$ cat config.mk
export PLATFORM = sky130hd
export DESIGN_NAME = calc_pipe_unit
export DESIGN_NICKNAME = d
export VERILOG_FILES = /design/src/rtl/calc_pipe_pkg.sv /design/src/rtl/calc_pipe_fifo.sv /design/src/rtl/calc_pipe_unit.sv
export SDC_FILE = /design/constraint.sdc
export NUM_CORES = 1
export LEC_CHECK = 0
export ABC_CLOCK_PERIOD_IN_PS = 2800
export BUFFER_PORTS_ARGS = -buffer_cell sky130_fd_sc_hd__buf_4
export CORE_ASPECT_RATIO = 0.9
export CORE_UTILIZATION = 30
export CTS_BUF_LIST = sky130_fd_sc_hd__clkbuf_16
export DETAILED_ROUTE_END_ITERATION = 7
export REMOVE_ABC_BUFFERS = 1
export SLEW_MARGIN = 25
export SYNTH_ARGS = -nofsm -noshare
export SYNTH_HDL_FRONTEND = slang
export SYNTH_SLANG_ARGS = --single-unit
$ cat constraint.sdc
create_clock -name CLK -period 2.8 [get_ports CLK]
set_input_delay 0.56 -clock CLK [delete_from_list [all_inputs] [get_ports CLK]]
set_output_delay 0.56 -clock CLK [all_outputs]
set_load 0.1 [all_outputs]
$ cat src/rtl/calc_pipe_pkg.sv
// rtl/calc_pipe_pkg.sv - operator enum and helper functions for calc_pipe_unit
package calc_pipe_pkg;

  // Operators are evaluated at this width and then truncated, so WIDTH may be at most MAX_W.
  localparam int unsigned MAX_W = 32;

  typedef enum logic [1:0] {
    OP_ADD    = 2'd0,
    OP_SUB    = 2'd1,
    OP_MUL    = 2'd2,
    OP_SATADD = 2'd3
  } op_e;

  function automatic int unsigned occ_w(input int unsigned depth);
    return $clog2(depth + 1);
  endfunction

  function automatic logic [MAX_W-1:0] calc_op(input op_e op, input logic [MAX_W-1:0] a,
                                               input logic [MAX_W-1:0] b, input int unsigned w);
    logic [2*MAX_W-1:0] wa, wb, full, mask;
    wa   = {{MAX_W{1'b0}}, a};
    wb   = {{MAX_W{1'b0}}, b};
    mask = ((2*MAX_W)'(1) << w) - (2*MAX_W)'(1);
    case (op)
      OP_SUB:  full = wa - wb;
      OP_MUL:  full = wa * wb;
      default: full = wa + wb;
    endcase
    if ((op == OP_SATADD) && (full > mask)) full = mask;
    full = full & mask;
    return full[MAX_W-1:0];
  endfunction

endpackage

$ cat src/rtl/calc_pipe_fifo.sv
// rtl/calc_pipe_fifo.sv - DEPTH x WIDTH synchronous result queue, pointers wrap modulo DEPTH
module calc_pipe_fifo #(
  parameter int unsigned WIDTH = 8,
  parameter int unsigned DEPTH = 4
) (
  input  logic             clk,
  input  logic             rst_n,
  input  logic             enq,
  input  logic [WIDTH-1:0] enq_data,
  input  logic             deq,
  output logic             full,
  output logic             empty,
  output logic [WIDTH-1:0] head
);

  localparam int unsigned PW = $clog2(DEPTH);
  localparam int unsigned CW = $clog2(DEPTH + 1);
  localparam logic [PW-1:0] LAST_IDX = PW'(DEPTH - 1);
  localparam logic [CW-1:0] FULL_CNT = CW'(DEPTH);

  logic [WIDTH-1:0] mem_q [DEPTH];
  logic [WIDTH-1:0] mem_d [DEPTH];
  logic [PW-1:0]    wr_ptr_q, wr_ptr_d, rd_ptr_q, rd_ptr_d;
  logic [CW-1:0]    cnt_q, cnt_d;
  logic             do_enq, do_deq;

  assign full   = (cnt_q == FULL_CNT);
  assign empty  = (cnt_q == '0);
  assign do_deq = deq & ~empty;
  assign do_enq = enq & (~full | do_deq);
  assign head   = mem_q[rd_ptr_q];

  always_comb begin
    mem_d    = mem_q;
    wr_ptr_d = wr_ptr_q;
    rd_ptr_d = rd_ptr_q;
    cnt_d    = cnt_q;
    if (do_enq) begin
      mem_d[wr_ptr_q] = enq_data;
      wr_ptr_d = (wr_ptr_q == LAST_IDX) ? '0 : wr_ptr_q + PW'(1);
    end
    if (do_deq) rd_ptr_d = (rd_ptr_q == LAST_IDX) ? '0 : rd_ptr_q + PW'(1);
    if (do_enq && !do_deq) cnt_d = cnt_q + CW'(1);
    else if (!do_enq && do_deq) cnt_d = cnt_q - CW'(1);
  end

  always_ff @(posedge clk or negedge rst_n) begin
    if (!rst_n) begin
      wr_ptr_q <= '0;
      rd_ptr_q <= '0;
      cnt_q    <= '0;
    end else begin
      wr_ptr_q <= wr_ptr_d;
      rd_ptr_q <= rd_ptr_d;
      cnt_q    <= cnt_d;
    end
  end

  // Storage carries no reset: entries are only visible through cnt_q.
  always_ff @(posedge clk) begin
    mem_q <= mem_d;
  end

endmodule

$ cat src/rtl/calc_pipe_unit.sv
// rtl/calc_pipe_unit.sv - start/result/check method block over a 2-stage pipe and result queue
module calc_pipe_unit
  import calc_pipe_pkg::*;
#(
  parameter int unsigned WIDTH = 8,
  parameter int unsigned DEPTH = 4,
  parameter int unsigned OP    = 0
) (
  input  logic                      CLK,
  input  logic                      RST_N,
  input  logic [WIDTH-1:0]          start_a,
  input  logic [WIDTH-1:0]          start_b,
  output logic                      RDY_start,
  input  logic                      stenable_,
  input  logic [WIDTH-1:0]          result_c,
  output logic [WIDTH-1:0]          result,
  output logic                      RDY_result,
  input  logic [WIDTH-1:0]          check_d,
  output logic [WIDTH-1:0]          check,
  output logic                      RDY_check,
  input  logic                      chenable_,
  output logic [occ_w(DEPTH)-1:0]   occupancy
);

  localparam int unsigned OW     = occ_w(DEPTH);
  localparam op_e         OP_SEL = op_e'(OP[1:0]);

  logic             rst_sync_q, rst_sync_d;
  logic             pipe_valid_q, pipe_valid_d;
  logic [WIDTH-1:0] pipe_data_q, pipe_data_d;
  logic [OW-1:0]    count_q, count_d;
  logic [WIDTH-1:0] fifo_head;
  logic             fifo_empty, fifo_full;
  logic             start_fire, check_fire;
  logic             unused_fifo_full;

  assign unused_fifo_full = fifo_full;

  // Credit count covers the pipe register too, so the queue can never overflow.
  assign RDY_start  = rst_sync_q & (count_q < OW'(DEPTH));
  assign RDY_result = ~fifo_empty;
  assign RDY_check  = ~fifo_empty;
  assign start_fire = stenable_ & RDY_start;
  assign check_fire = chenable_ & RDY_check;
  assign result     = RDY_result ? (fifo_head + result_c) : '0;
  assign check      = RDY_check ? (fifo_head ^ check_d) : '0;
  assign occupancy  = count_q;

  always_comb begin
    rst_sync_d   = 1'b1;
    pipe_valid_d = start_fire;
    pipe_data_d  = pipe_data_q;
    count_d      = count_q;
    if (start_fire) begin
      pipe_data_d = WIDTH'(calc_op(OP_SEL, MAX_W'(start_a), MAX_W'(start_b), WIDTH));
    end
    if (start_fire && !check_fire) count_d = count_q + OW'(1);
    else if (!start_fire && check_fire) count_d = count_q - OW'(1);
  end

  always_ff @(posedge CLK or negedge RST_N) begin
    if (!RST_N) begin
      rst_sync_q   <= 1'b0;
      pipe_valid_q <= 1'b0;
      pipe_data_q  <= '0;
      count_q      <= '0;
    end else begin
      rst_sync_q   <= rst_sync_d;
      pipe_valid_q <= pipe_valid_d;
      pipe_data_q  <= pipe_data_d;
      count_q      <= count_d;
    end
  end

  calc_pipe_fifo #(
    .WIDTH (WIDTH),
    .DEPTH (DEPTH)
  ) u_fifo (
    .clk      (CLK),
    .rst_n    (RST_N),
    .enq      (pipe_valid_q),
    .enq_data (pipe_data_q),
    .deq      (check_fire),
    .full     (fifo_full),
    .empty    (fifo_empty),
    .head     (fifo_head)
  );

endmodule

## Yosys cells after proc, flatten, opt, wreduce, memory -nomap -nowiden

Cells that the tools add are included.

- Bits in registers: 52
- Bits in latches: 0
- Memory bits (writable): 0
- Bits in read-only memories: 0
- Input port bits: 36
- Output and inout bits: 22
- Memories: 0

- Add/sub/neg operators: 8
- Multipliers: 0
- Div/mod/pow operators: 0
- $lt $le $gt $ge: 4
- Eq/ne operators: 3
- Shifts and indexed selects: 0
- Mux-type cells: 14
- Bitwise gates (word level): 11
- Reduce and logical (&&, ||, !) cells: 12

Operators by type and width:

| cell | number |
|---|---|
| $mux W8 | 5 |
| $bwmux W32 | 1 |
| $add A8 B8 Y8 | 2 |
| $bmux W8 S2 | 1 |
| $demux W8 S2 | 1 |
| $mux W3 | 4 |
| $xor A8 B8 Y8 | 1 |
| $add A3 B1 Y3 const B | 2 |
| $ge A3 B3 Y1 const B | 2 |
| $not A2 Y3 | 2 |
| $sub A3 B1 Y3 const B | 2 |
| $and A1 B1 Y1 | 5 |
| $logic_and A1 B1 Y1 | 5 |
| $add A2 B1 Y2 const B | 2 |
| $eq A2 B2 Y1 const B | 2 |
| $logic_not A1 Y1 | 4 |
| $mux W2 | 2 |
| $reduce_bool A2 Y1 | 2 |
| $eq A3 B3 Y1 const B | 1 |
| $logic_not A3 Y1 | 1 |
| $lt A3 B1 Y1 const B | 1 |
| $lt A3 B3 Y1 const B | 1 |
| $not A1 Y1 | 2 |
| $or A1 B1 Y1 | 1 |

## Logic depth before layout (Yosys ltp)

Gate-level depths: netlist of run 1.

- Word-level depth: 10
- Depth in mapped cells: 9
- Depth with buffers taken out: 9

## By module

From an unflattened synthesis of run 1, not the netlist that was laid out.

- Cells, all modules: 236
- Area total of the unflattened synthesis: 2,956.6 um2

Modules (own cells, without submodules):

| module | times used | cells an instance | area each (um2) | seq. area each (um2) |
|---|---|---|---|---|
| calc_pipe_fifo | 1 | 79 | 1,630.3 | 1,136.1 |
| calc_pipe_unit | 1 | 157 | 1,326.3 | 325.3 |

## Least setup slack after synthesis of run 1

No wires, ideal clock.

- Path kind: register to output
- Start point: register u_fifo.rd_ptr_q[0]
- End point: output result[4]
- Arrival time: 3.439 ns
- Path slack: -1.199 ns
- Stages on the path, launching flop included: 9
- Path buffers: 1
- Cell sequence: dfrtp_1 buf_6 mux4_1 ha_1 fa_1 a21o_1 a21oi_1 xnor2_1 nor2_1

- Cells in the longest elaborated chain, start to end: 6

Ends and longest elaborated chain:

| element | line | RTL |
|---|---|---|
| start, declared | calc_pipe_fifo.sv:23 | `logic [PW-1:0] wr_ptr_q, wr_ptr_d, rd_ptr_q, rd_ptr_d;` |
| start signal, assigned | calc_pipe_fifo.sv:54 | `rd_ptr_q <= rd_ptr_d;` |
| $not A2 Y3 (implied by the code) | calc_pipe_fifo.sv:31 | `assign head = mem_q[rd_ptr_q];` |
| $bmux W8 S2 | calc_pipe_fifo.sv:31 |  |
| $mux W8 (implied by the code) (2 in a row) | calc_pipe_fifo.sv:31 |  |
| $add A8 B8 Y8 | calc_pipe_unit.sv:45 | `assign result = RDY_result ? (fifo_head + result_c) : '0;` |
| $mux W8 | calc_pipe_unit.sv:45 |  |
| end, declared | calc_pipe_unit.sv:16 | `output logic [WIDTH-1:0] result,` |

No other way between the ends. The select of a mux whose other input is x is not followed.

## Worst setup path after layout of run 1

Ends and elaborated chain as after synthesis.

==> results.cfg, run 1 <==
[global_routing]
grt_first_pass_wirelength_um = 9542
grt.busiest_layer = met2
grtUsageMet1_pct = 14.92
globalRouteOverflowTotal = 0
fraction_of_met2_tracks_used_by_global_routing_pct = 21.19
grt_use_met3_pct = 2.324
grt_pass1_vias = 2017
grt_max_degree = 21
grt.total_usage_pct = 12.08
antenna_violations_before_repair = 0

[yosys]
synth.mux.area_fraction_pct = 8.617
post_synthesis_async_set_or_reset_flop_share_pct = 38.46
yosysSeqAreaShare_pct = 50.32
ys_dominant_reg_cell = edfxtp_1
postSynthAreaPerCell_um2 = 12.74
simple_gate_portion_of_the_synthesized_area_pct = 10.38
post_synth_xor_area_fraction_pct = 6.894
yosysWarningCount = 0
combinational_family_with_the_most_area_after_synthesis = adder cells
synth-edff-count = 32
netlist_cell_types = 48
syn-cell-area_mm2 = 0.002904
synthAdderAreaFrac_pct = 11.81
postSynthCellCount = 228
compound_cell_area_share_of_the_yosys_netlist_pct = 8.962
synth.ff_latch_count = 52

[worst_setup_path]
r2r_start = u_fifo.cnt_q[0]$_DFFE_PN0P_
timing_worst_setup_path_type = reg -> out
critical_path.endpoint_type = output pin
combined_buffer_and_inverter_count_along_the_critical_path = 1
timing.critical_path.max_delay_family = multiplexers
worst-endpoint-arrival_ps = 2590
cp.required_ps = 2240
worstReg2RegEnd = occupancy[2]$_DFFE_PN0P_
crit_path_max_fanout = 4
critPathLaunchType = flip-flop
critical_path.max_stage_delay_ps = 560
critPathLaunch = u_fifo.rd_ptr_q[0]$_DFFE_PN0P_
worst_reg2reg_setup_slack_ps = 380
worstPathCellList = mux4_2 -> ha_4 -> fa_2 -> a21o_1 -> a21oi_2 -> xnor2_1 -> nor2_1 -> buf_6
crit_slowest_cell = mux4_2
rr_worst_depth = 9

[placed_design]
dp_cells = 421
place.port_buffers = 57
gp_routability_congestion = 0.8162
post-dp-hpwl_um = 4168

[floorplan]
fp.dieW_um = 105.7
start_util_pct = 31.40
core_area_mm2 = 0.009249
chipHeight_um = 95.34
core.rowCount = 33
num_io_pins = 58
die_area_mm2 = 0.01008

[clock_tree]
numCtsBuffers = 5
clock_tree_from_tritoncts = yes
cts_num_sinks = 52
root_buffer = clkbuf_16
cts.htree.levels = 2
post_cts_hold_buffer_count = 0
cts.clk_slew.worst_paths_ps = 60
clk-insertion-delay-late_ps = 280
clk_path_buf_depth = 2

[final_layout]
finalCoreUtilization_pct = 42.51
post_route_cells_drive_above_1_share_pct = 39.55
layout_commonest_cell = buf_4
nets = 371
area_growth_syn_to_layout_pct = 35.37
fin_cells = 433
fillerInstances = 892
antenna_cells = 0
layout_common_cells = 73 x buf_4, 32 x edfxtp_1, 19 x nor2_1, 19 x dfrtp_1, 17 x xnor2_1

[flow_run]
timing.max_cap.violations = 0

[detailed_routing]
drt-pass1-iter-count = 3
drc = 0
number_of_nets_with_antenna_violations_after_detailed_routing = 0
drtIter0Drc = 49
postRouteWirelength_um = 5660
via_count = 1989
vias_per_cell = 4.594
detail_route.wl_per_cell_um = 13.07

[sta]
final_period_utilization_pct = 112.7
final.setup.worst_slack_ps = -354.7
count_of_final_hold_check_violations = 0
fmax_ghz = 0.3170
period_needed_ps = 3155
grt_setup_unrepaired = yes
fin_worst_skew_ps = 4.693
timing_max_transition_violations_final = 0
final_setup_violations = 7

[hold_path]
timing.hold.worst.class = in -> async

[status]
run_status = complete, but fails checks
failed_checks = negative setup slack
worst reg2reg max path, delay by kind of cell, from the launching register on:
kind,cells,cell delay [ps]
XOR/XNOR,2,310
adder cells (fa/ha/maj),2,600
buffers and inverters,2,360
flip-flops,1,450
AND/OR/NAND/NOR,3,630
per-stage QoR:
step	TNS, ps	setup slack, ps	hold slack [ps]	cell area [um^2]
2_1_floorplan	-21290	-1570	264.4	2869
3_3_place_gp	-1175	-322.4	452.6	3600
3_5_place_dp	-1401	-385.3	456.1	3600
4_1_cts	-2094	-408.3	148.6	3914
5_1_grt	-2535	-534.5	157.5	3931
6_report	-1672	-354.7	145.6	3931
layout make-up:
cell class              count  area (um^2)  area share, %
clock buffers               5        125.1          3.183
clock inverters             3        18.77         0.4774
multi-input cells         157         1459          37.11
well taps                 122        152.6          3.883
inverters                  13        48.80          1.241
flip-flops and latches     52         1463          37.21
repair buffers             81        664.4          16.90
synth_stat cells (5+ instances only):
cell / number / share of area [%]
mux4_1: 7 / 6.3
o21ai_0: 7 / 1.2
nand2_1: 14 / 1.8
nor2_1: 19 / 2.5
ha_1: 21 / 9.0
edfxtp_1: 32 / 33
xnor2_1: 17 / 5.1
dfrtp_1: 20 / 17
and2_1: 6 / 1.3
inv_1: 12 / 1.6
a21o_1: 5 / 1.3
a21oi_1: 5 / 0.86
worst max path at each step:
| stage | slack, ps | end | depth (start not counted) |
|---|---|---|---|
| floorplan | -1570 | result[6] | 4 |
| global placement | -320 | result[6] | 8 |
| detailed placement | -390 | result[7] | 9 |
| CTS | -410 | result[7] | 8 |
| global route | -530 | result[4] | 8 |
| finish | -350 | result[4] | 8 |
metal layers:
layer  vias up  wire, um  part of all wire [%]
met5         -         0                     0
met4         0        86                   1.5
met3         7       290                   5.1
met2        56      2628                    46
met1       928      2654                    47
li1        998         -                     -
timing repair:
| action | 4_1_cts | 5_1_grt |
|---|---|---|
| setup buffers | 4 | 1 |
| endpoints found under the setup margin | 7 | 8 |
| hold endpoints to repair | 0 | 0 |
| pin swaps | 11 | 8 |
| resized for setup | 39 | 5 |
registers in the layout, summed over array words and instances (netlist names):
signal / cells
u_fifo.mem_q: 32
pipe_data_q: 8
occupancy: 3
pipe_valid_q: 1
u_fifo.cnt_q: 3
u_fifo.rd_ptr_q: 2
u_fifo.wr_ptr_q: 2
rst_sync_q: 1
logic make-up (layout without fill, tap and decap cells):
group                      after synthesis  in the layout
and+or+nand+nor                         61             61
buffers and inverters                   19            102
other                                    1              1
muxes                                   12             12
adders and majority gates               25             25
DFF                                     52             52
AOI/OAI and AO/OA                       36             36
xor gates and xnor gates                22             22
Power of run 1 is not shown: default switching activity piles up to over one toggle a cycle in this logic, so the estimate is an artifact.
==> inputs of run 2 (changes only) <==
Settings changed: CORE_ASPECT_RATIO 0.9 to default.
==> results.cfg, run 2 (same netlist as run 1, synthesis figures left out) <==
[final_layout]
layout_common_cells = 72 x buf_4, 32 x edfxtp_1, 19 x nor2_1, 19 x dfrtp_1
finalCoreUtilization_pct = 42.92
largest-register = u_fifo.mem_q
nets = 374
fillerInstances = 869
largest_registers = u_fifo.mem_q (32), pipe_data_q (8)
post_route_cells_drive_above_1_share_pct = 40.13
area_growth_syn_to_layout_pct = 37.87
antenna_cells = 0
largest_register_ff_count = 32
layout_commonest_cell = buf_4

[status]
failed_checks = negative setup slack
run_status = complete, but fails checks

[sta]
grt_setup_unrepaired = yes
fmax_ghz = 0.3160
final.setup.worst_slack_ps = -364.2
timing.setup.tns_ps = -1736
count_of_final_hold_check_violations = 0
fin_worst_skew_ps = 4.721
final_setup_violations = 7
period_needed_ps = 3164
timing_max_transition_violations_final = 0
finalHoldWorstSlack_ps = 152.6
final_period_utilization_pct = 113.0

[clock_tree]
clock_tree_from_tritoncts = yes
clk_path_buf_depth = 2
clk-insertion-delay-late_ps = 290
post_cts_hold_buffer_count = 0
cts_num_sinks = 52
cts.htree.levels = 2
cts.clk_slew.worst_paths_ps = 70
root_buffer = clkbuf_16
numCtsBuffers = 5

[worst_setup_path]
cp.required_ps = 2240
critical_path.endpoint_type = output pin
crit_slowest_cell = mux4_2
worst-endpoint-arrival_ps = 2600
timing_worst_setup_path_type = reg -> out
critical_path.max_stage_delay_ps = 560
crit_path_max_fanout = 3
worstPathCellList = mux4_2 -> ha_4 -> fa_2 -> a21o_1 -> a21oi_2 -> xnor2_1 -> nor2_1 -> buf_6
critPathLaunchType = flip-flop

[global_routing]
grt.busiest_layer = met2
grt_first_pass_wirelength_um = 9315
grt_max_degree = 21
grt.total_usage_pct = 11.94
antenna_violations_before_repair = 0
globalRouteOverflowTotal = 0
fraction_of_met2_tracks_used_by_global_routing_pct = 20.97
grt_pass1_vias = 2018
grt_use_met3_pct = 2.019
grtUsageMet1_pct = 14.73

[placed_design]
gp_routability_congestion = 0.7771
place.port_buffers = 57
post-dp-hpwl_um = 4220

[floorplan]
chipHeight_um = 100.4
core.rowCount = 35
start_util_pct = 31.13
die_area_mm2 = 0.01008
fp.dieW_um = 100.4
core_area_mm2 = 0.009328
num_io_pins = 58

[detailed_routing]
detail_route.wl_per_cell_um = 13.03
number_of_nets_with_antenna_violations_after_detailed_routing = 0
drt-pass1-iter-count = 4
drc = 0
drtIter0Drc = 73
via_count = 1984
postRouteWirelength_um = 5774
vias_per_cell = 4.479

[flow_run]
timing.max_cap.violations = 0

[hold_path]
timing.hold.worst.class = in -> async
==> run 2: layer usage <==
metal | wire (um) | part of all wire (%)
met3 | 214 | 3.7
met5 | 0 | 0
met4 | 76 | 1.3
met1 | 2636 | 46
met2 | 2847 | 49
==> run 2: metrics by stage <==
step	instance area (um^2)	instances	worst slack [ps]
after floorplan	2869	222	-1570
final	4004	443	-364.2
after global routing	4004	443	-486.0
after CTS	3945	441	-410.3
after detailed placement	3616	429	-331.9
after global placement	3616	429	-298.8
==> run 2: path summary, 6_finish.rpt <==
| path | startpoint | to | slack [ps] | cells past startpoint |
|---|---|---|---|---|
| worst max register to register | u_fifo.cnt_q[0]$_DFFE_PN0P_ | occupancy[2]$_DFFE_PN0P_ | 660 | 9 |
| worst min register to register | occupancy[2]$_DFFE_PN0P_ | occupancy[2]$_DFFE_PN0P_ | 530 | 1 |
| max in group asynchronous | RST_N | u_fifo.rd_ptr_q[0]$_DFFE_PN0P_ | 2400 | 1 |
| min in group CLK | occupancy[2]$_DFFE_PN0P_ | occupancy[2]$_DFFE_PN0P_ | 530 | 1 |
| worst min-delay path | RST_N | u_fifo.rd_ptr_q[1]$_DFFE_PN0P_ | 150 | 1 |
| worst max-delay path | u_fifo.rd_ptr_q[0]$_DFFE_PN0P_ | result[4] | -360 | 8 |
==> run 2: worst max-delay path: cells and delay by family (launching register included) <==
kind / cells / cell delay (ps)
DFF: 1 / 410
xor gates and xnor gates: 1 / 80
muxes: 1 / 560
adders and majority gates: 2 / 550
buffers and inverters: 1 / 240
and+or+nand+nor: 1 / 110
AOI/OAI and AO/OA: 2 / 370
==> run 2: timing repair <==
item,in CTS,in global routing
setup buffers,4,2
pin swaps,6,5
gates resized for setup,39,9
endpoints found under the setup margin,8,10
==> run 2: cell type report <==
class	count	area, um^2	area share, %
clock buffers	5	125.1	3.125
clock inverters	3	42.54	1.063
inverters	13	48.80	1.219
multi-input cells	157	1458	36.41
flip-flops and latches	52	1463	36.53
well taps	129	161.4	4.031
repair buffers	84	705.7	17.63
Power of run 2 is left out for the same reason.
==> inputs of run 3 (changes only) <==
Settings changed: BUFFER_PORTS_ARGS -buffer_cell sky130_fd_sc_hd__buf_4 to default, DONT_BUFFER_PORTS from default to 1.
==> results.cfg, run 3 (same netlist as run 1, synthesis figures left out) <==
[status]
run_status = complete, but fails checks
failed_checks = negative setup slack

[final_layout]
area_growth_syn_to_layout_pct = 33.86
layout_commonest_cell = buf_4
layout_common_cells = 33 x buf_4, 32 x edfxtp_1, 19 x dfrtp_1
post_route_cells_drive_above_1_share_pct = 38.21
ff_latch_area_mm2 = 0.001463
largest_register_ff_count = 32
largest-register = u_fifo.mem_q
antenna_cells = 0
largest_registers = u_fifo.mem_q (32), pipe_data_q (8)
layout.cell_area.non_filler_mm2 = 0.003887
multi_input_area_mm2 = 0.001514
nets = 340
fillerInstances = 882

[worst_setup_path]
worstReg2RegEnd = occupancy[2]$_DFFE_PN0P_
worst-endpoint-arrival_ps = 2640
crit_path_max_fanout = 4
critPathLaunchType = flip-flop
critical_path.endpoint = result[6]
critPathLaunch = u_fifo.rd_ptr_q[0]$_DFFE_PN0P_
critical_path.endpoint_type = output pin
timing_worst_setup_path_type = reg -> out
cp.required_ps = 2240
worst_reg2reg_setup_slack_ps = 660
r2r_start = u_fifo.cnt_q[0]$_DFFE_PN0P_
rr_worst_depth = 9

[detailed_routing]
number_of_nets_with_antenna_violations_after_detailed_routing = 0
vias_per_cell = 4.616
detail_route.wl_per_cell_um = 13.66
drtIter0Drc = 58
routed-wl-met2_um = 2732
postRouteWirelength_um = 5587
via_count = 1888
detailroute.wirelength.met3_um = 291
drc = 0
top_layer_used = met4
drt-pass1-iter-count = 4
sum_of_routed_wire_segments_on_met1_um = 2503

[placed_design]
dpl-instance-area_mm2 = 0.003491
place.port_buffers = 0
gp_routability_congestion = 0.7499
post-dp-hpwl_um = 4138

[sta]
max-slew-margin-rel_pct = 62.43
period_needed_ps = 3203
timing_max_transition_violations_final = 0
fin_worst_skew_ps = 3.449
grt_setup_unrepaired = yes
final.setup.worst_slack_ps = -402.7
final_setup_violations = 7
worst_pin_slew_ps = 563.5
count_of_final_hold_check_violations = 0
fmax_ghz = 0.3122
final_period_utilization_pct = 114.4

[clock_tree]
root_buffer = clkbuf_16
clk-insertion-delay-late_ps = 280
clk_path_buf_depth = 2
cts.clk_slew.worst_paths_ps = 60
clock_tree_from_tritoncts = yes
cts_num_sinks = 52
numCtsBuffers = 5
cts.htree.levels = 2

[global_routing]
globalRouteOverflowTotal = 0
grt.total_usage_pct = 11.59
antenna_violations_before_repair = 0
grt_pass1_vias = 1877
grt_first_pass_wirelength_um = 9073
grt_max_degree = 21

[flow_run]
timing.max_cap.violations = 0

[floorplan]
num_io_pins = 58
die_area_mm2 = 0.01008
fp.dieW_um = 100.4
core.rowCount = 35
start_util_pct = 31.13
chipHeight_um = 100.4
core_area_mm2 = 0.009328

[hold_path]
timing.hold.worst.class = in -> async
## run 3: area by class of cell
| cell class | instances | share of cell area, % |
|---|---|---|
| tap | 129 | 4.152 |
| multi-input combinational | 157 | 38.94 |
| clock inverter | 3 | 1.094 |
| timing repair buffer | 50 | 13.71 |
| clock buffer | 5 | 3.219 |
| inverter | 13 | 1.255 |
| sequential | 52 | 37.62 |
## run 3: worst min path at each step
stage | slack (ps) | depth (start not counted) | endpoint | from
after global routing | 270 | 1 | pipe_data_q[4]$_DFFE_PN0P_ | RST_N
final | 230 | 1 | pipe_data_q[4]$_DFFE_PN0P_ | RST_N
after global placement | 270 | 0 | pipe_data_q[7]$_DFFE_PN0P_ | RST_N
after floorplan | 260 | 0 | occupancy[0]$_DFFE_PN0P_ | RST_N
after CTS | 510 | 3 | pipe_data_q[0]$_DFFE_PN0P_ | start_b[0]
after detailed placement | 270 | 0 | u_fifo.rd_ptr_q[0]$_DFFE_PN0P_ | RST_N
## run 3: what timing repair did
item / 4_1_cts / 5_1_grt
hold buffers: 1 / 0
gates resized for setup: 27 / 15
endpoints found under the setup margin: 7 / 10
buffers inserted: 6 / 2
pin swaps: 11 / 11
hold endpoints to repair: 20 / 0
## run 3: per-stage QoR
stage	cells	hold slack [ps]	worst slack (ps)	utilization, %	setup TNS (ps)
after floorplan	222	264.4	-1570	-	-21290
after global placement	393	265.3	-264.8	37.42	-910.3
after detailed placement	393	265.4	-302.7	37.42	-1130
after CTS	408	509.9	-348.0	40.85	-1675
after global routing	409	267.0	-523.4	41.68	-2519
final	409	226.7	-402.7	41.68	-1802
## run 3: critical path: stages (launching register included)
cell	delay [ps]
dfrtp_2	430
mux4_2	560
ha_4	190
fa_2	340
a21o_1	210
a21oi_4	210
o2111ai_1	150
nand3_2	110
buf_12	170
## run 3: layer usage
layer / vias to the layer above / track usage (%)
li1: 931 / -
met1: 900 / 14.67
met2: 53 / 19.92
met3: 4 / 2.298
met4: 0 / 3.679
met5: - / 0
Power of run 3 is left out for the same reason.
